## src/rtl/cop_pkg.sv

```systemverilog
// -----------------------------------------------------------------------------
// cop_pkg
// Shared definitions for the GCD/LCM coprocessor sequencer.
//   - state_t      : sequencer FSM states
//   - *_LSB/*_BIT  : field positions inside the request word (WDFinal) and
//                    the answer word (copAns)
//   - pack_ans()   : assembles the answer word from its fields
// -----------------------------------------------------------------------------
package cop_pkg;

  typedef enum logic [2:0] {
    IDLE = 3'd0,
    GCD  = 3'd1,
    DIV  = 3'd2,
    MUL  = 3'd3,
    DONE = 3'd4
  } state_t;

  // Request word fields
  localparam int A_LSB  = 0;
  localparam int B_LSB  = 8;
  localparam int OP_BIT = 16;

  // Answer word fields; [7:0] is the result, bits above OVF_BIT read as zero
  localparam int DONE_BIT = 8;
  localparam int BUSY_BIT = 9;
  localparam int OVF_BIT  = 10;

  function automatic logic [31:0] pack_ans(input logic [7:0] res,
                                           input logic       done,
                                           input logic       busy,
                                           input logic       ovf);
    logic [31:0] w;
    w           = '0;
    w[7:0]      = res;
    w[DONE_BIT] = done;
    w[BUSY_BIT] = busy;
    w[OVF_BIT]  = ovf;
    return w;
  endfunction

endpackage

```

## src/rtl/cop_seq_if.sv

```systemverilog
// -----------------------------------------------------------------------------
// cop_seq_if
// Core <-> coprocessor connection.
//   Start   : core -> cop, level-held while a coprocessor instruction is in flight
//   WDFinal : core -> cop, packed request word {ignored, op, B, A}
//   copAns  : cop -> core, packed answer word {zero, ovf, busy, done, result}
//
// Handshake: the request is accepted on the clock edge where Start is high
// and the sequencer is idle. The core keeps Start (and WDFinal) stable until
// it samples done = 1; done is a single-cycle pulse, and the result byte is
// valid for that entire cycle. Dropping Start before done abandons the
// request; no done is produced for it.
// -----------------------------------------------------------------------------
interface cop_seq_if;
  logic        Start;
  logic [31:0] WDFinal;
  logic [31:0] copAns;

  modport master (output Start, output WDFinal, input copAns);
  modport slave  (input  Start, input  WDFinal, output copAns);
endinterface

```

## src/rtl/mul8_shiftadd.sv

```systemverilog
// -----------------------------------------------------------------------------
// mul8_shiftadd
// Sequential 8x8 -> 16 unsigned multiplier, one shift-add step per cycle,
// LSB-first on the multiplier. Eight steps per product.
//
// Ports
//   clk, rst_n  : clock, asynchronous active-low reset
//   go          : load operands this edge and start (takes priority over abort)
//   abort       : stop a running product; nothing is reported
//   mplier      : multiplier, consumed LSB first
//   mcand       : multiplicand
//   fin         : high during the 8th step; prod_next is the final product then
//   prod_next   : accumulator value after the current step
// -----------------------------------------------------------------------------
module mul8_shiftadd (
  input  logic        clk,
  input  logic        rst_n,
  input  logic        go,
  input  logic        abort,
  input  logic [7:0]  mplier,
  input  logic [7:0]  mcand,
  output logic        fin,
  output logic [15:0] prod_next
);

  logic        run_q,  run_d;
  logic [3:0]  mcnt_q, mcnt_d;
  logic [7:0]  mq_q,   mq_d;
  logic [15:0] mb_q,   mb_d;
  logic [15:0] prod_q, prod_d;
  logic [15:0] addend;

  always_comb begin
    run_d  = run_q;
    mcnt_d = mcnt_q;
    mq_d   = mq_q;
    mb_d   = mb_q;
    prod_d = prod_q;

    addend    = mq_q[0] ? mb_q : 16'd0;
    prod_next = prod_q + addend;
    // fin is combinational so the sequencer can take the product on the same
    // edge that performs the last step, without an extra cycle.
    fin       = run_q && (mcnt_q == 4'd7);

    if (go) begin
      run_d  = 1'b1;
      mcnt_d = 4'd0;
      mq_d   = mplier;
      mb_d   = {8'd0, mcand};
      prod_d = 16'd0;
    end else if (abort) begin
      run_d = 1'b0;
    end else if (run_q) begin
      prod_d = prod_next;
      mq_d   = mq_q >> 1;
      mb_d   = mb_q << 1;
      mcnt_d = mcnt_q + 4'd1;
      if (mcnt_q == 4'd7) begin
        run_d = 1'b0;
      end
    end
  end

  always_ff @(posedge clk or negedge rst_n) begin
    if (!rst_n) begin
      run_q  <= 1'b0;
      mcnt_q <= 4'd0;
      mq_q   <= 8'd0;
      mb_q   <= 16'd0;
      prod_q <= 16'd0;
    end else begin
      run_q  <= run_d;
      mcnt_q <= mcnt_d;
      mq_q   <= mq_d;
      mb_q   <= mb_d;
      prod_q <= prod_d;
    end
  end

endmodule

```

## src/rtl/cop_seq.sv

```systemverilog
// -----------------------------------------------------------------------------
// cop_seq
// Multi-cycle sequencer for the GCD/LCM coprocessor of the single-cycle core.
// GCD by repeated subtraction; LCM = (a0 / g) * b0, where the division is
// repeated subtraction of g and the multiply is done by mul8_shiftadd.
//
// Ports
//   clk       : core clock
//   reset     : asynchronous active-low reset
//   bus       : cop_seq_if slave (Start, WDFinal in; copAns out)
//   state_dbg : current FSM state
//
// Answer word is built only from flops: done/busy are registered from the
// next state, so nothing in copAns depends combinationally on the inputs.
// -----------------------------------------------------------------------------
module cop_seq
  import cop_pkg::*;
(
  input  logic       clk,
  input  logic       reset,
  cop_seq_if.slave   bus,
  output state_t     state_dbg
);

  state_t     state_q, state_d;
  logic [7:0] a_q,   a_d;
  logic [7:0] b_q,   b_d;
  logic [7:0] a0_q,  a0_d;
  logic [7:0] b0_q,  b0_d;
  logic       op_q,  op_d;
  logic [7:0] g_q,   g_d;
  logic [7:0] rem_q, rem_d;
  logic [7:0] q_q,   q_d;
  logic [7:0] res_q, res_d;
  logic       ovf_q, ovf_d;
  logic       done_q, done_d;
  logic       busy_q, busy_d;

  logic [7:0]  g_sel;
  logic [7:0]  rem_next;
  logic [7:0]  q_next;
  logic        gcd_end;
  logic        mul_go;
  logic        mul_abort;
  logic        mul_fin;
  logic [15:0] mul_prod;
  logic        unused_wd_hi;

  assign unused_wd_hi = ^bus.WDFinal[31:17];

  // GCD terminates when either operand is zero or both are equal; the
  // nonzero one (or b when a is zero, which also covers gcd(0,0)=0) is g.
  assign gcd_end  = (a_q == 8'd0) || (b_q == 8'd0) || (a_q == b_q);
  assign g_sel    = (a_q == 8'd0) ? b_q : a_q;
  assign rem_next = rem_q - g_q;
  assign q_next   = q_q + 8'd1;

  // The multiplier loads on the DIV exit edge, when q_next is the final
  // quotient a0/g.
  mul8_shiftadd u_mul (
    .clk       (clk),
    .rst_n     (reset),
    .go        (mul_go),
    .abort     (mul_abort),
    .mplier    (q_next),
    .mcand     (b0_q),
    .fin       (mul_fin),
    .prod_next (mul_prod)
  );

  always_comb begin
    state_d   = state_q;
    a_d       = a_q;
    b_d       = b_q;
    a0_d      = a0_q;
    b0_d      = b0_q;
    op_d      = op_q;
    g_d       = g_q;
    rem_d     = rem_q;
    q_d       = q_q;
    res_d     = res_q;
    ovf_d     = ovf_q;
    mul_go    = 1'b0;
    mul_abort = 1'b0;

    case (state_q)
      IDLE: begin
        if (bus.Start) begin
          a_d     = bus.WDFinal[A_LSB +: 8];
          a0_d    = bus.WDFinal[A_LSB +: 8];
          b_d     = bus.WDFinal[B_LSB +: 8];
          b0_d    = bus.WDFinal[B_LSB +: 8];
          op_d    = bus.WDFinal[OP_BIT];
          ovf_d   = 1'b0;
          state_d = GCD;
        end
      end

      GCD: begin
        if (!bus.Start) begin
          state_d = IDLE;
        end else if (gcd_end) begin
          g_d = g_sel;
          if (!op_q) begin
            res_d   = g_sel;
            state_d = DONE;
          end else if ((a0_q == 8'd0) || (b0_q == 8'd0)) begin
            res_d   = 8'd0;
            state_d = DONE;
          end else begin
            rem_d   = a0_q;
            q_d     = 8'd0;
            state_d = DIV;
          end
        end else if (a_q > b_q) begin
          a_d = a_q - b_q;
        end else begin
          b_d = b_q - a_q;
        end
      end

      DIV: begin
        if (!bus.Start) begin
          state_d = IDLE;
        end else begin
          rem_d = rem_next;
          q_d   = q_next;
          if (rem_next == 8'd0) begin
            mul_go  = 1'b1;
            state_d = MUL;
          end
        end
      end

      MUL: begin
        if (!bus.Start) begin
          mul_abort = 1'b1;
          state_d   = IDLE;
        end else if (mul_fin) begin
          res_d   = mul_prod[7:0];
          ovf_d   = |mul_prod[15:8];
          state_d = DONE;
        end
      end

      DONE: begin
        state_d = IDLE;
      end

      default: begin
        state_d = IDLE;
      end
    endcase

    done_d = (state_d == DONE);
    busy_d = (state_d == GCD) || (state_d == DIV) || (state_d == MUL);
  end

  always_ff @(posedge clk or negedge reset) begin
    if (!reset) begin
      state_q <= IDLE;
      a_q     <= 8'd0;
      b_q     <= 8'd0;
      a0_q    <= 8'd0;
      b0_q    <= 8'd0;
      op_q    <= 1'b0;
      g_q     <= 8'd0;
      rem_q   <= 8'd0;
      q_q     <= 8'd0;
      res_q   <= 8'd0;
      ovf_q   <= 1'b0;
      done_q  <= 1'b0;
      busy_q  <= 1'b0;
    end else begin
      state_q <= state_d;
      a_q     <= a_d;
      b_q     <= b_d;
      a0_q    <= a0_d;
      b0_q    <= b0_d;
      op_q    <= op_d;
      g_q     <= g_d;
      rem_q   <= rem_d;
      q_q     <= q_d;
      res_q   <= res_d;
      ovf_q   <= ovf_d;
      done_q  <= done_d;
      busy_q  <= busy_d;
    end
  end

  assign bus.copAns = pack_ans(res_q, done_q, busy_q, ovf_q);
  assign state_dbg  = state_q;

endmodule

```

## src/flat_wrapper.sv

```systemverilog
// flat-port wrapper written by rule: the top's interface ports become plain ports
module cop_seq_flat import cop_pkg::*;
  (clk, reset, state_dbg, bus_Start, bus_WDFinal, bus_copAns);
  cop_seq_if bus_i ();
  input  logic clk;
  input  logic reset;
  output state_t state_dbg;
  input wire logic [$bits(bus_i.Start)-1:0] bus_Start;
  input wire logic [$bits(bus_i.WDFinal)-1:0] bus_WDFinal;
  output wire logic [$bits(bus_i.copAns)-1:0] bus_copAns;
  assign bus_i.Start = bus_Start;
  assign bus_i.WDFinal = bus_WDFinal;
  assign bus_copAns = bus_i.copAns;
  cop_seq u_core (.clk(clk), .reset(reset), .bus(bus_i), .state_dbg(state_dbg));
endmodule
```

## config.mk

```make
export PLATFORM = sky130hd
export DESIGN_NAME = cop_seq_flat
export DESIGN_NICKNAME = d
export VERILOG_FILES = /design/src/rtl/cop_pkg.sv /design/src/rtl/cop_seq_if.sv /design/src/rtl/mul8_shiftadd.sv /design/src/rtl/cop_seq.sv /design/src/flat_wrapper.sv
export SDC_FILE = /design/constraint.sdc
export NUM_CORES = 1
export LEC_CHECK = 0
export ABC_AREA = 1
export CORE_MARGIN = 3
export CORE_UTILIZATION = 25
export CTS_CLUSTER_SIZE = 12
export DETAILED_ROUTE_END_ITERATION = 10
export PLACE_DENSITY = 0.5
export SLEW_MARGIN = 30
export SYNTH_ARGS = -nofsm -noshare
export SYNTH_HDL_FRONTEND = slang
export SYNTH_SLANG_ARGS = --single-unit
export TNS_END_PERCENT = 10
```

## constraint.sdc

```tcl
create_clock -name clk -period 5 [get_ports clk]
set_input_delay 1 -clock clk [delete_from_list [all_inputs] [get_ports clk]]
set_output_delay 1 -clock clk [all_outputs]
set_load 0.01 [all_outputs]
```

==> qor.csv, run 1 <==
stage,metric,value,unit
status,status,"finished, final reports clean",
placed_design,quantity of I/O buffers inserted on ports,33,
sta,crit share post-route,0.5985,
route,total routed wirelength,19720,um
pwr,Power per Cell Area,636.8,mW/mm^2
pwr,Leak,4.683,nW
floorplan,die area,0.03239,mm^2
setup_path,CP Capture Type,register,
logic_synthesis,synthesized instance count,1048,
pwr,Switch Pwr,0.002599,W
logic_synthesis,number of synthesized register bits,116,
clock_network,CTS tree,yes,
clock_network,Clock transition at path regs,60,ps
logic_synthesis,Post-synth EDFFs,0,
sta,Fmax,334.2,MHz
hold_path,Hold Path Class,reg2reg,
sta,final hold violations,0,
setup_path,Reg2Reg Depth,15,
setup_path,"Req. time, crit path",5360,ps
clock_network,Num CTS Buffers,17,
clock_network,CTS Root Cell,clkbuf_16,
setup_path,reg-to-reg endpoint,u_core.u_mul.mcnt_q[2],
route,drt initial violations,368,
pwr,Clock Power Share,0.215,
route,ANT nets after route,0,
pwr,Seq pwr share,0.285,
placed_design,placed cell areas,0.008200,mm^2
setup_path,crit-path max FO,51,
global_routing,total grt overflow,0,
finish,Post-layout nets,1156,
clock_network,clock buffer depth,2,
flow_run,max_cap viols,0,
route,Initial DRT Pass Iterations,5,
logic_synthesis,Post-Syn Area,0.007567,mm^2
finish,diode count,0,
setup_path,origin of the worst setup path,u_core.rem_q[0],
floorplan,Die Y-Extent,180.0,um
pwr,Total Power,0.005592,W
finish,Synth-to-Final Area Change,16.05,%
pwr,Comb power frac,0.499,
global_routing,vias in the first global route,6374,
finish,share of cells above drive strength 1,0.05683,
logic_synthesis,Synth Warn #,0,
sta,slew of the pin with the lowest slew margin,721.4,ps
clock_network,clock latency on the worst-skew pair,420,ps
placed_design,DP HPWL,14770,um
finish,number of fill cells,3247,
setup_path,critical path endpoint,u_core.u_mul.mcnt_q[2],
setup_path,Worst Setup Path Type,reg2reg,
clock_network,Post-CTS Resized,0,
setup_path,crit start category,register,
sta,Final Critical Period,2993,ps
logic_synthesis,"Seq/Total Area, Yosys",0.3836,
logic_synthesis,Synth async-reset ratio,1.000,
setup_path,Reg2Reg Setup Slack,2010,ps
route,wire per inst,13.32,um
global_routing,Tot GR Track Use,0.1247,
logic_synthesis,syn_area_per_cell,7.221,um^2
clock_network,setup bufs post-CTS,0,
finish,final instance area,0.008782,mm^2
finish,FF+latch area,0.002903,mm^2
clock_network,Max H-tree Level,4,
pwr,internal power,0.002993,W
sta,max-slew violation count,0,
clock_network,hold buffers post-CTS,0,
sta,Rel. slew slack,0.5140,
clock_network,# clock sinks,116,
setup_path,Critical R2R Launch,u_core.rem_q[0],
floorplan,Ports,70,
floorplan,row count,63,
global_routing,first-pass GRT wire length,32930,um
sta,endpoints failing setup,0,
sta,clock skew,9.182,ps
logic_synthesis,Cell variety after synth,39,
setup_path,WP data arrival,3350,ps
placed_design,placer congestion estimate,0.8698,
sta,hold_ws,474.6,ps
logic_synthesis,Synth Flop Type,dfrtp_1,
pwr,peak supply drop,0.2881,mV
floorplan,die width,180.0,um
sta,RSZ-0062 raised after global routing,no,
route,drt drc,0,
route,vias,6430,
global_routing,largest net degree at the start of global routing,52,
floorplan,Starting Density,0.2546,
route,Vias per Instance,4.342,
sta,setup_tns,0,ps
global_routing,initial antenna violation count,0,
floorplan,core outline area,0.02972,mm^2
pwr,Sw Share,0.4648,
finish,Multi-input gate area,0.003855,mm^2
cells in the mapped netlist (2+ instances only):
cell type | n | share of area
inv_2 | 4 | 0.0020
xnor2_1 | 7 | 0.0081
nor2_1 | 46 | 0.023
clkbuf_1 | 13 | 0.0064
fa_1 | 4 | 0.011
dfrtp_1 | 116 | 0.38
nand2_1 | 358 | 0.18
mux2_2 | 6 | 0.0089
a22oi_1 | 3 | 0.0030
nand4_1 | 26 | 0.021
buf_6 | 3 | 0.0045
nand3b_1 | 12 | 0.012
nor3_1 | 3 | 0.0020
buf_4 | 27 | 0.027
buf_2 | 7 | 0.0046
nand3_1 | 79 | 0.052
o21bai_1 | 2 | 0.0020
inv_1 | 144 | 0.071
and2_1 | 3 | 0.0025
o22ai_1 | 5 | 0.0041
o21ai_0 | 82 | 0.054
ha_1 | 39 | 0.064
or2_2 | 3 | 0.0025
xor2_1 | 16 | 0.019
a21oi_1 | 26 | 0.017
registers in the layout (all words and copies together) (netlist names), 4 cells and up:
register	flops
u_core.u_mul.mq_q	8
u_core.b_q	8
u_core.a0_q	8
u_core.u_mul.mb_q	16
u_core.u_mul.mcnt_q	4
u_core.g_q	8
u_core.a_q	8
u_core.b0_q	8
u_core.q_q	8
u_core.rem_q	8
u_core.u_mul.prod_q	16
u_core.res_q	8
worst min-delay path by stage:
stage                                 startpoint                endpoint  slack, ps  cells after the start
after floorplan            u_core.u_mul.mb_q[15]   u_core.u_mul.mb_q[15]        440                      2
after global placement     u_core.u_mul.mb_q[15]   u_core.u_mul.mb_q[15]        460                      2
after detailed placement   u_core.u_mul.mb_q[15]   u_core.u_mul.mb_q[15]        460                      2
after CTS                  u_core.u_mul.mb_q[15]   u_core.u_mul.mb_q[15]        480                      2
after global routing      u_core.u_mul.prod_q[0]  u_core.u_mul.prod_q[0]        500                      2
final                       u_core.u_mul.mq_q[6]    u_core.u_mul.mq_q[6]        470                      2
cells in the final DEF (no fill, tap or decap), types with 4 or more instances in the layout:
cell type,count
inv_2,4
nand2_1,358
ha_1,39
xnor2_1,7
buf_4,10
nand4_1,26
clkbuf_16,17
dfrtp_1,116
conb_1,21
o22ai_1,5
o21ai_0,82
nor2_1,46
inv_1,144
clkinv_4,4
clkdlybuf4s50_1,32
nand3_1,79
inv_6,4
xor2_1,16
mux2_2,6
fa_1,4
a21oi_1,26
nand3b_1,12
through the flow:
step | utilization | worst slack [ps] | instances
floorplan | - | 2586 | 1068
global placement | 0.2759 | 1543 | 1449
detailed placement | 0.2759 | 1551 | 1449
CTS | 0.2955 | 1959 | 1481
global route | 0.2955 | 1717 | 1481
finish | 0.2955 | 2007 | 1481
power by group through the flow:
stage                     clock [W]  sequential (W)  combinational (W)
after floorplan                   0         0.00154            0.00208
after global placement            0         0.00161            0.00278
after detailed placement          0         0.00161            0.00280
after CTS                   0.00124         0.00160            0.00282
after global routing        0.00129         0.00165            0.00320
final                       0.00120         0.00160            0.00279
cell families after synthesis:
| kind of cell | count (synthesis) | share of synthesized area |
|---|---|---|
| other | 1 | 0.0004956 |
| DFF | 116 | 0.3836 |
| buffers and inverters | 200 | 0.1169 |
| adders and majority gates | 43 | 0.07507 |
| xor gates and xnor gates | 24 | 0.02877 |
| AOI/OAI and AO/OA | 120 | 0.08267 |
| muxes | 6 | 0.008928 |
| and+or+nand+nor | 538 | 0.3036 |
worst max-delay path, stage by stage (launching register included):
cell and delay [ps]:
dfrtp_1 350, inv_1 50, ha_1 220, fa_1 450
nand3b_1 190, nand2_1 100, nand2_1 70, nand2_1 60
nand2_1 40, nand2_1 110, nor2_4 90, nand3_4 70
buf_4 470, inv_1 270, or2_2 330, inv_1 50
layout make-up:
cell class / instances / area share
inverters: 149 / 0.06368
clock inverters: 14 / 0.01624
repair buffers: 42 / 0.04502
flip-flops and latches: 116 / 0.3305
well taps: 390 / 0.05556
clock buffers: 18 / 0.05001
multi-input cells: 752 / 0.4390
per-layer routing:
metal	track usage	vias to the layer above	share of wire
met5	0	-	0
met4	0.03682	0	0.021
met3	0.02287	22	0.030
met2	0.2064	92	0.45
met1	0.1665	2962	0.50
li1	-	3354	-
Power figures use the tool's default switching activity.
==> run 2, diff against run 1 <==
==> constraint.sdc (replaced) <==
create_clock -name clk -period 2.91 [get_ports clk]
set_input_delay 0.582 -clock clk [delete_from_list [all_inputs] [get_ports clk]]
set_output_delay 0.582 -clock clk [all_outputs]
set_load 0.01 [all_outputs]
==> run 2 against run 1 <==
  * Cell area is 1.8% higher
  * Register-to-register slack lost 1700 ps
  * Sequential power grew 71%
  * Via count rose by 2.5%
  * Flip-flop and latch count did not move
  * Global-route usage increased by 0.38 points
  * Hold slack lost 460 ps
  * Total power increased by 76%
  * Die area did not move
  * Largest power group unchanged
==> qor.csv, run 2 (same netlist as run 1, synthesis figures left out) <==
stage,metric,value,unit
floorplan,core outline area,0.02972,mm^2
clock_network,hold buffers post-CTS,0,
global_routing,initial antenna violation count,0,
sta,setup_tns,0,ps
sta,endpoints failing setup,0,
setup_path,crit-path max FO,33,
finish,diode count,0,
route,Vias per Instance,4.397,
sta,slew of the pin with the lowest slew margin,708.8,ps
global_routing,vias in the first global route,6590,
floorplan,Ports,70,
finish,share of cells above drive strength 1,0.07214,
clock_network,CTS Root Cell,clkbuf_16,
setup_path,Worst Setup Path Type,reg2reg,
finish,highest-count cells in the layout ignoring fill and taps,"358 x nand2_1, 144 x inv_1, 116 x dfrtp_1",
setup_path,WP data arrival,2920,ps
finish,Regs by FF count,"u_core.u_mul.mb_q x16, u_core.u_mul.prod_q x16",
route,drt drc,0,
pwr,Power per Cell Area,1100,mW/mm^2
sta,Rel. slew slack,0.5274,
sta,crit share post-route,0.8973,
setup_path,crit path buf inv count,2,
finish,"commonest non-fill, non-tap cell in the layout",nand2_1,
placed_design,DP HPWL,15150,um
global_routing,M2 GR Usage,0.2099,
sta,hold_ws,19.25,ps
pwr,Total Power,0.009837,W
global_routing,largest net degree at the start of global routing,81,
status,status,"finished, final reports clean",
route,vias,6591,
setup_path,crit start category,register,
finish,number of fill cells,3218,
placed_design,placer congestion estimate,0.8483,
setup_path,"critical path, cell by cell",inv_1 > ha_1 > fa_1 > nand3b_1 > nand2_1 > nand2_1 > nand2_1 > nand2_1 > nand2_1 > nor2_4 > nand3_4 > buf_4 > nand2_1 > nand3_1 > nand2_1,
sta,RSZ-0062 raised after global routing,no,
pwr,peak supply drop,0.5184,mV
clock_network,clock latency on the worst-skew pair,430,ps
clock_network,setup bufs post-CTS,0,
floorplan,Die Y-Extent,180.0,um
setup_path,cell mode on critical path,nand2_1,
route,total routed wirelength,20060,um
floorplan,die width,180.0,um
pwr,Leak,4.781,nW
floorplan,row count,63,
placed_design,placed cell areas,0.008352,mm^2
finish,Post-Layout Cell Count,1499,
global_routing,met3 GRT Util,0.02246,
placed_design,quantity of I/O buffers inserted on ports,33,
global_routing,total grt overflow,0,
clock_network,CTS tree,yes,
global_routing,met1 global-route usage,0.1723,
setup_path,reg-to-reg endpoint,u_core.u_mul.mq_q[1],
setup_path,Reg2Reg Depth,15,
floorplan,Starting Density,0.2546,
clock_network,Post-CTS Resized,0,
clock_network,# clock sinks,116,
global_routing,busiest layer in global routing,met2,
setup_path,CP max stage delay,470,ps
setup_path,Critical R2R Launch,u_core.rem_q[0],
sta,max-slew violation count,0,
setup_path,"delay-heaviest family, CP",simple AND/OR/NAND/NOR gates,
finish,FF+latch area,0.002903,mm^2
setup_path,"Slowest-stage cell, CP",fa_1,
sta,Fmax,383.0,MHz
placed_design,Cells after DPL,1467,
setup_path,Reg2Reg Setup Slack,300,ps
flow_run,max_cap viols,0,
sta,clock skew,10.94,ps
clock_network,clock buffer depth,2,
finish,final instance area,0.008941,mm^2
clock_network,Clock transition at path regs,60,ps
route,Initial DRT Pass Iterations,5,
route,drt initial violations,370,
setup_path,CP Capture Type,register,
clock_network,Max H-tree Level,4,
finish,Multi-input gate area,0.003859,mm^2
setup_path,"Req. time, crit path",3220,ps
global_routing,first-pass GRT wire length,34070,um
finish,Synth-to-Final Area Change,18.15,%
sta,Final Critical Period,2611,ps
floorplan,die area,0.03239,mm^2
global_routing,Tot GR Track Use,0.1285,
clock_network,Num CTS Buffers,17,
sta,final hold violations,0,
route,wire per inst,13.38,um
finish,Post-layout nets,1174,
hold_path,Hold Path Class,in2async,
route,ANT nets after route,0,
[run 2: cell count changes in the layout (fill, tap and decap cells not counted), moves of 2 or more]
cell,delta
buf_4,+17
clkinv_2,+3
inv_6,-3
inv_8,-2
[run 2: per-stage QoR]
| stage | setup WS, ps | util |
|---|---|---|
| final | 298.8 | 0.3009 |
| after global placement | 57.43 | 0.2809 |
| after global routing | 24.08 | 0.3009 |
| after detailed placement | 212.8 | 0.2810 |
| after floorplan | 495.5 | - |
| after CTS | 193.3 | 0.3008 |
[run 2: area by class of cell]
type / count / area share
clock inverters: 12 / 0.01455
multi-input cells: 752 / 0.4316
well taps: 390 / 0.05458
repair buffers: 60 / 0.06073
inverters: 149 / 0.06283
clock buffers: 20 / 0.05108
flip-flops and latches: 116 / 0.3247
[run 2: worst max path at each step]
stage | startpoint | to | cells after the start
6_report | u_core.rem_q[0] | u_core.u_mul.mq_q[1] | 15
5_1_grt | u_core.rem_q[0] | u_core.u_mul.mq_q[6] | 15
4_1_cts | u_core.rem_q[0] | u_core.u_mul.mcnt_q[1] | 15
3_5_place_dp | u_core.rem_q[0] | u_core.u_mul.mcnt_q[1] | 15
3_3_place_gp | bus_Start | u_core.b_q[6] | 6
2_1_floorplan | u_core.u_mul.mq_q[0] | u_core.ovf_q | 19
[run 2: metal layers]
layer | vias to the layer above | routed length [um]
li1 | 3377 | -
met5 | - | 0
met3 | 30 | 721
met4 | 0 | 522
met2 | 112 | 9157
met1 | 3072 | 9654
[run 2: worst reg2reg max path, cell delays in order (launching register included)]
cell and delay (ps):
dfrtp_1 360, inv_1 50, ha_1 220, fa_1 470, nand3b_1 210, nand2_1 100, nand2_1 70, nand2_1 60
nand2_1 50, nand2_1 120, nor2_4 60, nand3_4 100, buf_4 380, nand2_1 100, nand3_1 90, nand2_1 50
[run 2: power breakdown]
| part | internal, W | switching, W |
|---|---|---|
| logic | 0.00182 | 0.00317 |
| registers | 0.00226 | 0.000488 |
| clock network | 0.00130 | 0.000799 |
| total | 0.00538 | 0.00446 |
==> run 3, diff against run 2 <==
--- a/config.mk
+++ b/config.mk
@@ -5,7 +5,8 @@
 export SDC_FILE = /design/constraint.sdc
 export NUM_CORES = 1
 export LEC_CHECK = 0
-export ABC_AREA = 1
+export ABC_AREA = 0
+export CAP_MARGIN = 20
 export CORE_MARGIN = 3
 export CORE_UTILIZATION = 25
 export CTS_CLUSTER_SIZE = 12
==> run 3 against run 2 <==
  * Cell area is 4.5% lower
  * Combinational power shrank 39%
  * Largest power group unchanged
  * Fmax is 6.1% lower
==> qor.csv, run 3 <==
stage,metric,value,unit
sta,final hold violations,0,
global_routing,total grt overflow,0,
floorplan,die width,173.8,um
global_routing,vias in the first global route,5271,
pwr,Power per Cell Area,872.5,mW/mm^2
setup_path,CP Capture Type,register,
route,total routed wirelength,17300,um
setup_path,crit-path max FO,5,
placed_design,quantity of I/O buffers inserted on ports,33,
setup_path,"Req. time, crit path",3210,ps
route,wire per inst,14.57,um
finish,highest-count cells in the layout ignoring fill and taps,"116 x dfrtp_1, 100 x nand2_1, 70 x a21oi_1",
logic_synthesis,Cell variety after synth,68,
clock_network,Clock transition at path regs,60,ps
floorplan,Ports,70,
setup_path,WP data arrival,3080,ps
route,vias,5233,
route,Vias per Instance,4.409,
setup_path,crit start category,register,
status,status,"finished, final reports clean",
pwr,Leak,3.897,nW
floorplan,Die Y-Extent,173.8,um
logic_synthesis,Synth async-reset ratio,1.000,
floorplan,row count,60,
logic_synthesis,Post-Syn Area,0.007043,mm^2
logic_synthesis,"Seq/Total Area, Yosys",0.4122,
clock_network,Num CTS Buffers,17,
clock_network,clock buffer depth,2,
sta,slew of the pin with the lowest slew margin,578.0,ps
logic_synthesis,Yosys top cell area share,0.4122,
hold_path,Hold Path Class,in2async,
floorplan,core outline area,0.02733,mm^2
logic_synthesis,synthesized instance count,752,
flow_run,max_cap viols,0,
logic_synthesis,Synth Warn #,0,
route,drt drc,0,
sta,crit share post-route,0.9558,
route,ANT nets after route,0,
finish,Synth-to-Final Area Change,21.30,%
clock_network,clock latency on the worst-skew pair,420,ps
sta,Final Critical Period,2781,ps
logic_synthesis,list of most frequent post-synthesis cells,"116 x dfrtp_1, 100 x nand2_1, 71 x a21oi_1",
logic_synthesis,Post-synth EDFFs,0,
clock_network,CTS tree,yes,
sta,endpoints failing setup,0,
route,drt initial violations,385,
finish,diode count,0,
global_routing,initial antenna violation count,0,
setup_path,Worst Setup Path Type,reg2reg,
floorplan,Starting Density,0.2577,
sta,Fmax,359.6,MHz
global_routing,first-pass GRT wire length,28500,um
clock_network,# clock sinks,116,
logic_synthesis,syn_area_per_cell,9.366,um^2
finish,share of cells above drive strength 1,0.1362,
finish,number of fill cells,2892,
finish,Regs by FF count,"u_core.u_mul.mb_q x16, u_core.u_mul.prod_q x16",
finish,"commonest non-fill, non-tap cell in the layout",dfrtp_1,
floorplan,die area,0.03022,mm^2
sta,RSZ-0062 raised after global routing,yes,
global_routing,largest net degree at the start of global routing,57,
global_routing,Tot GR Track Use,0.1174,
route,Initial DRT Pass Iterations,5,
clock_network,CTS Root Cell,clkbuf_16,
logic_synthesis,top-count cell post-synth,dfrtp_1,
sta,max-slew violation count,0,
logic_synthesis,Synth area leaders,"dfrtp_1 41%, ha_1 6.9%, nand2_1 5.3%, a21oi_1 5.0%, nor2_1 3.3%",
placed_design,placer congestion estimate,0.7952,
sta,setup_tns,0,ps
placed_design,worst slack at placement,72.76,ps
sta,clock skew,22.62,ps
sta,Rel. slew slack,0.6137,
placed_design,DP HPWL,12690,um
clock_network,hold buffers post-CTS,0,
logic_synthesis,Synth Flop Type,dfrtp_1,
finish,Post-layout nets,881,
logic_synthesis,number of synthesized register bits,116,
pwr,peak supply drop,0.4465,mV
clock_network,Max H-tree Level,4,
sta,worst setup margin,128.8,ps
logic_synthesis,leading area contributor after synthesis,dfrtp_1,
## run 3: cells by family (layout without fill, tap and decap cells)
group | Yosys count | after routing | synth area share
AND/OR/NAND/NOR | 246 | 246 | 0.1670
AO/OA/AOI/OAI | 174 | 174 | 0.1569
flip-flops | 116 | 116 | 0.4122
buffers and inverters | 90 | 133 | 0.06840
multiplexers | 44 | 44 | 0.06715
adder cells (fa/ha/maj) | 43 | 43 | 0.08065
XOR/XNOR | 38 | 38 | 0.04726
other | 1 | 21 | 0.0005324
## run 3: what timing repair did
action | 4_1_cts | 5_1_grt
hold endpoints to repair | 0 | 0
setup buffers | 0 | 3
resized for setup | 0 | 15
setup endpoints to repair | 0 | 45
## run 3: critical path, stage by stage, from the launching register on
cell	delay, ps
dfrtp_1	400
ha_2	200
fa_2	400
nor2b_1	120
o21ai_1	70
nand2b_1	110
a21o_1	140
a21oi_2	70
xnor2_2	160
nor4_4	390
buf_2	270
mux2_1	330
## run 3: per-stage QoR
stage	total power (W)	cell area, um^2	hold slack, ps	cells	utilization
CTS	0.007425	8449	150.5	1183	0.3092
detailed placement	0.005224	7851	482.8	1152	0.2873
floorplan	0.004416	7118	286.4	772	-
global route	0.008041	8543	163.6	1187	0.3126
finish	0.007454	8543	136.4	1187	0.3126
global placement	0.005206	7851	476.1	1152	0.2873
## run 3: worst paths after layout
kind	startpoint	end	slack [ps]	cells past startpoint
setup / recovery	u_core.g_q[0]	u_core.u_mul.mb_q[2]	130	11
setup reg to reg	u_core.g_q[0]	u_core.u_mul.mb_q[2]	130	11
min in group clk	u_core.res_q[6]	u_core.res_q[6]	490	1
max in group asynchronous	reset	u_core.b0_q[7]	2040	2
hold / removal	reset	u_core.b_q[0]	140	1
hold reg to reg	u_core.res_q[6]	u_core.res_q[6]	490	1
## run 3: metal layers
metal  track usage  vias up  share of wire
li1              -     2648              -
met1        0.1656     2507           0.50
met2        0.1821       70           0.46
met3       0.02343        8          0.025
met4       0.03452        0          0.011
met5             0        -              0
## run 3: cell type report
class | count | area [um^2] | area share
sequential | 116 | 2903 | 0.3398
timing repair buffer | 67 | 633.1 | 0.07411
tap | 372 | 465.4 | 0.05448
inverter | 35 | 132.6 | 0.01552
multi-input combinational | 566 | 3811 | 0.4461
clock buffer | 19 | 442.9 | 0.05185
clock inverter | 12 | 155.1 | 0.01816
## run 3: power by group
group          internal, W  switching [W]
Combinational      0.00137        0.00167
Clock              0.00137       0.000782
Sequential         0.00195       0.000311
==> edit 1: new RTL, settings of run 2 <==
The package constant `B_LSB` goes from 8 to 7.
--- a/src/rtl/cop_pkg.sv
+++ b/src/rtl/cop_pkg.sv
@@ -20,3 +20,3 @@
   localparam int A_LSB  = 0;
-  localparam int B_LSB  = 8;
+  localparam int B_LSB  = 7;
   localparam int OP_BIT = 16;
Check against the original RTL: not equivalent (Yosys sat finds a counterexample within 4 cycles, from zero or initial values and one cycle with reset low).
==> edit 1 against run 2 <==
  * Routed wire length decreased by 0.39%
  * Clock skew about the same
  * Power decreased by 11%
  * Final area decreased by 0.76%
  * Area after synthesis decreased by 0.73%
  * Sequential cell count decreased by 1
  * Utilization increased by 0.33 points
  * Setup slack improved by 0.038 ns
  * Critical path type unchanged
  * Highest routed layer unchanged
==> edit 1: results (changes against run 2) <==
run_status:
  outcome: "finished, final reports clean"
power:
  netSwitchingPower_uw: 3780  # -15%
  internal-power_uw: 4950  # -7.9%
logic_synthesis:
  synthTopCellsByArea: "dfrtp_1, nand2_1, inv_1"
  postSynthCellCount: 1040  # -0.76%
critical_path:
  regToRegStartpoint: "u_core.u_mul.mq_q[0]"
  critPathArrivalTime_ns: 2.88  # -0.04 ns
  critPathMaxStageDelay_ns: 0.49  # +0.02 ns
  r2r-end: "u_core.ovf_q"
layout:
  drive_gt1_share_pct: 6.85  # -0.36 points
  nets: 1160  # -1.2%
sta:
  period_minus_slack_ns: 2.57  # -0.0376 ns
  finalClockSkew_ns: 0.0112  # +0.000224 ns
  whs_ns: 0.183  # +0.164 ns
  tightest_slew_ns: 0.635  # -0.0739 ns
grt:
  grt_pass1_vias: 6630  # +0.61%
  grtUsageMet3_pct: 2.19  # -0.055 points
  grt_usage_pct: 13.1  # +0.26 points
place:
  place_hpwl_mm: 15.1  # -0.38%
  post-place-ws_ns: 0.216  # +0.00354 ns
  placed_cells: 1447  # -1.4%
  gp_congestion: 0.842  # -0.72%
route:
  wire_per_inst_um: 13.5  # +0.96%
  drt-met1-wl_mm: 9.77  # +1.1%
  wirelength_mm: 20.0  # -0.39%
  wl_met2_mm: 9.19  # +0.34%
[edit 1: changes by cell type after synthesis, moves of 6 or more]
cell,change
nand3_1,+8
nand3b_1,-8
nand4_1,-9
nor2_1,-11
nor4_1,+6
o22ai_1,+6
[edit 1: logic make-up (layout without fill, tap and decap cells)]
kind of cell | after synthesis | after routing | share of synthesized area [%]
buffers and inverters | 199 | 234 | 11.7
adders and majority gates | 43 | 43 | 7.56
AOI/OAI and AO/OA | 130 | 130 | 9.13
xor gates and xnor gates | 23 | 23 | 2.68
other | 1 | 21 | 0.0499
DFF | 115 | 115 | 38.3
muxes | 6 | 6 | 0.899
and+or+nand+nor | 523 | 523 | 29.6
[edit 1: area by class of cell]
class / count / share of cell area (%)
multi-input combinational: 746 / 43.2
tap: 384 / 5.41
sequential: 115 / 32.4
clock buffer: 18 / 4.84
clock inverter: 14 / 2.28
timing repair buffer: 54 / 5.58
inverter: 148 / 6.29
[edit 1: how the worst max path moves through the flow]
| stage | startpoint | endpoint | slack [ns] | depth (start not counted) |
|---|---|---|---|---|
| finish | u_core.u_mul.mq_q[0] | u_core.ovf_q | 0.34 | 17 |
| global route | u_core.rem_q[0] | u_core.u_mul.mq_q[3] | 0.11 | 16 |
| CTS | u_core.rem_q[0] | u_core.u_mul.mb_q[8] | 0.17 | 16 |
| floorplan | u_core.u_mul.mq_q[0] | u_core.ovf_q | 0.47 | 19 |
| detailed placement | u_core.rem_q[0] | u_core.u_mul.prod_q[4] | 0.22 | 16 |
| global placement | u_core.rem_q[0] | u_core.u_mul.prod_q[0] | 0.26 | 16 |
[edit 1: repair_timing]
item / 4_1_cts / 5_1_grt
gates resized for setup: 0 / 3
endpoints found under the setup margin: 0 / 41
hold buffers: 0 / 0
endpoints found under the hold margin: 0 / 0
==> edit 2: new RTL, flow settings as in run 2 <==
Without the edit above. Register the output `state_dbg` once more; this adds one clock of latency there. The other outputs are not delayed to match.
--- a/src/rtl/cop_seq.sv
+++ b/src/rtl/cop_seq.sv
@@ -191,3 +191,5 @@
   assign bus.copAns = pack_ans(res_q, done_q, busy_q, ovf_q);
-  assign state_dbg  = state_q;
+  always_ff @(posedge clk) begin
+    state_dbg <= state_q;
+  end
 
Function: changed (Yosys sat finds a counterexample within 4 cycles, from zero or initial values and one cycle with reset low).
==> edit 2 against run 2 <==
  * Power fell by 9.9%
  * Area after synthesis rose by 1.2%
  * First-iteration DRC count rose by 21%
  * Routed wire length rose by 1.2%
  * Setup slack got worse by 0.021 ns
  * Non-clock buffer count fell by 11
  * Final area rose by 1.0%
  * Sequential cell count rose by 3
  * Critical endpoint is now u_core.u_mul.mq_q[2]
==> edit 2: results (changes against run 2) <==
route:
  drt_first_pass_iters: 5  # unchanged
  drtIter0Drc: 446  # +21%
  viasPerCell: 4.37  # -0.50%
  wirelength_mm: 20.3  # +1.2%
  vias: 6558  # -0.50%
layout:
  nets: 1174  # unchanged
  fillers: 3275  # +1.8%
  antennaDiodeCount: 0  # unchanged
  drive_gt1_share_pct: 6.40  # -0.81 points
  reg_top3: "u_core.u_mul.mb_q x16, u_core.u_mul.prod_q x16"
place:
  place_hpwl_mm: 15.3  # +0.84%
  port_buffers: 33  # unchanged
  placed_cells: 1467  # unchanged
  gp_congestion: 0.832  # -2.0%
logic_synthesis:
  ys_seq_area_share_pct: 38.7  # +0.31 points
  syn_area_per_cell_um2: 7.22  # about the same
  ys_types: 40  # +2.6%
  synth-warning-count: 0  # unchanged
  synth.cells.most_frequent: "nand2_1, inv_1, dfrtp_1"
  synth_mux_area_share_pct: 0.882  # -0.011 points
  synth_fa_ha_area_share_pct: 7.41  # -0.092 points
  synth-async-reset-ratio_pct: 97.5  # -2.5 points
  synth_ff_type: "dfrtp_1"
  synth_compound_area_share_pct: 8.36  # +0.095 points
  synth_xor_area_share_pct: 2.99  # +0.11 points
  synthTopCellsByArea: "dfrtp_1, nand2_1, inv_1"
power:
  p_leak_uw: 0.00485  # +1.4%
  peakVddDrop_uv: 548  # +5.7%
critical_path:
  crit_family: "simple AND/OR/NAND/NOR gates"
  critPathMaxStageDelay_ns: 0.47  # about the same
  cp_slowest_cell: "fa_1"
  path_max_fanout: 32  # -3.0%
  critPathArrivalTime_ns: 2.93  # about the same
grt:
  grt_pass1_vias: 6494  # -1.5%
  grt_pass1_wl_mm: 33.6  # -1.4%
  antenna_found_initial: 0  # unchanged
  grt_usage_pct: 12.6  # -0.20 points
  grt_max_degree: 69  # -15%
cts:
  clockBufferDepth: 2  # unchanged
  cts.clk_slew.worst_paths_ns: 0.06  # about the same
  clock_latency_ns: 0.42
  cts-root-buf: "clkbuf_16"
  numCtsBuffers: 17  # unchanged
  h-tree-depth: 4  # unchanged
  cts_setup_buffers: 0  # unchanged
sta:
  slew-limit-headroom_pct: 52.6  # -0.17 points
  finalClockSkew_ns: 0.0104  # -0.000589 ns
hold_path:
  hp-class: "input pin to asynchronous set/reset pin"
run_status:
  outcome: "finished, final reports clean"
==> edit 2: changes by cell type after synthesis, moves of 4 or more <==
cell and change:
buf_2 +4, o21ai_1 +5, nor2_1 +4, nand2_1 +7
o21ai_0 -5
==> edit 2: cell type report <==
type / count / share of cell area, %
clock buffer: 18 / 4.75
clock inverter: 14 / 2.74
inverter: 150 / 6.26
multi-input combinational: 759 / 42.9
sequential: 119 / 32.8
tap: 390 / 5.40
timing repair buffer: 49 / 5.14
==> edit 2: cells by family (layout without fill, tap and decap cells) <==
logic type / count (synthesis) / in the layout
other: 1 / 21
AOI/OAI and AO/OA: 122 / 122
DFF: 119 / 119
and+or+nand+nor: 543 / 543
adders and majority gates: 43 / 43
buffers and inverters: 203 / 231
muxes: 6 / 6
xor gates and xnor gates: 24 / 24
==> edit 2: what timing repair did <==
| action | in CTS | in global routing |
|---|---|---|
| gates resized for setup | 0 | 3 |
| hold buffers | 0 | 0 |
| endpoints found under the setup margin | 0 | 32 |
==> edit 2: worst paths after layout <==
kind                       slack [ns]                endpoint  cells after the start                    from
min                              0.03           u_core.b_q[2]                      1                   reset
max in group asynchronous        2.15         u_core.rem_q[5]                      2                   reset
max                              0.28    u_core.u_mul.mq_q[2]                     14         u_core.rem_q[0]
max reg2reg                      0.28    u_core.u_mul.mq_q[2]                     14         u_core.rem_q[0]
min reg2reg                      0.48  u_core.u_mul.prod_q[7]                      2  u_core.u_mul.prod_q[7]
min in group clk                 0.48  u_core.u_mul.prod_q[7]                      2  u_core.u_mul.prod_q[7]
==> edit 2: per-layer routing <==
metal	up-vias	track usage, %	routed length, um
li1	3400	-	-
met1	3030	17.0	10100
met5	-	0	0
met3	21	2.34	569
met2	107	20.6	9350
met4	0	3.99	311
==> edit 2: stage by stage <==
stage	setup WS [ns]	power, uW	hold WS, ns	cell area (um^2)	utilization (%)
detailed placement	0.161	6440	0.465	8350	27.9
global route	0.0222	9630	0.0394	9030	30.2
global placement	0.204	6390	0.462	8350	27.9
floorplan	0.496	5300	0.286	7740	-
finish	0.278	8860	0.0331	9030	30.2
CTS	0.125	8950	0.0230	9030	30.1
==> edit 2: power breakdown <==
group / internal, uW / switching, uW
Combinational: 1430 / 2440
Clock: 1620 / 836
Sequential: 2160 / 380
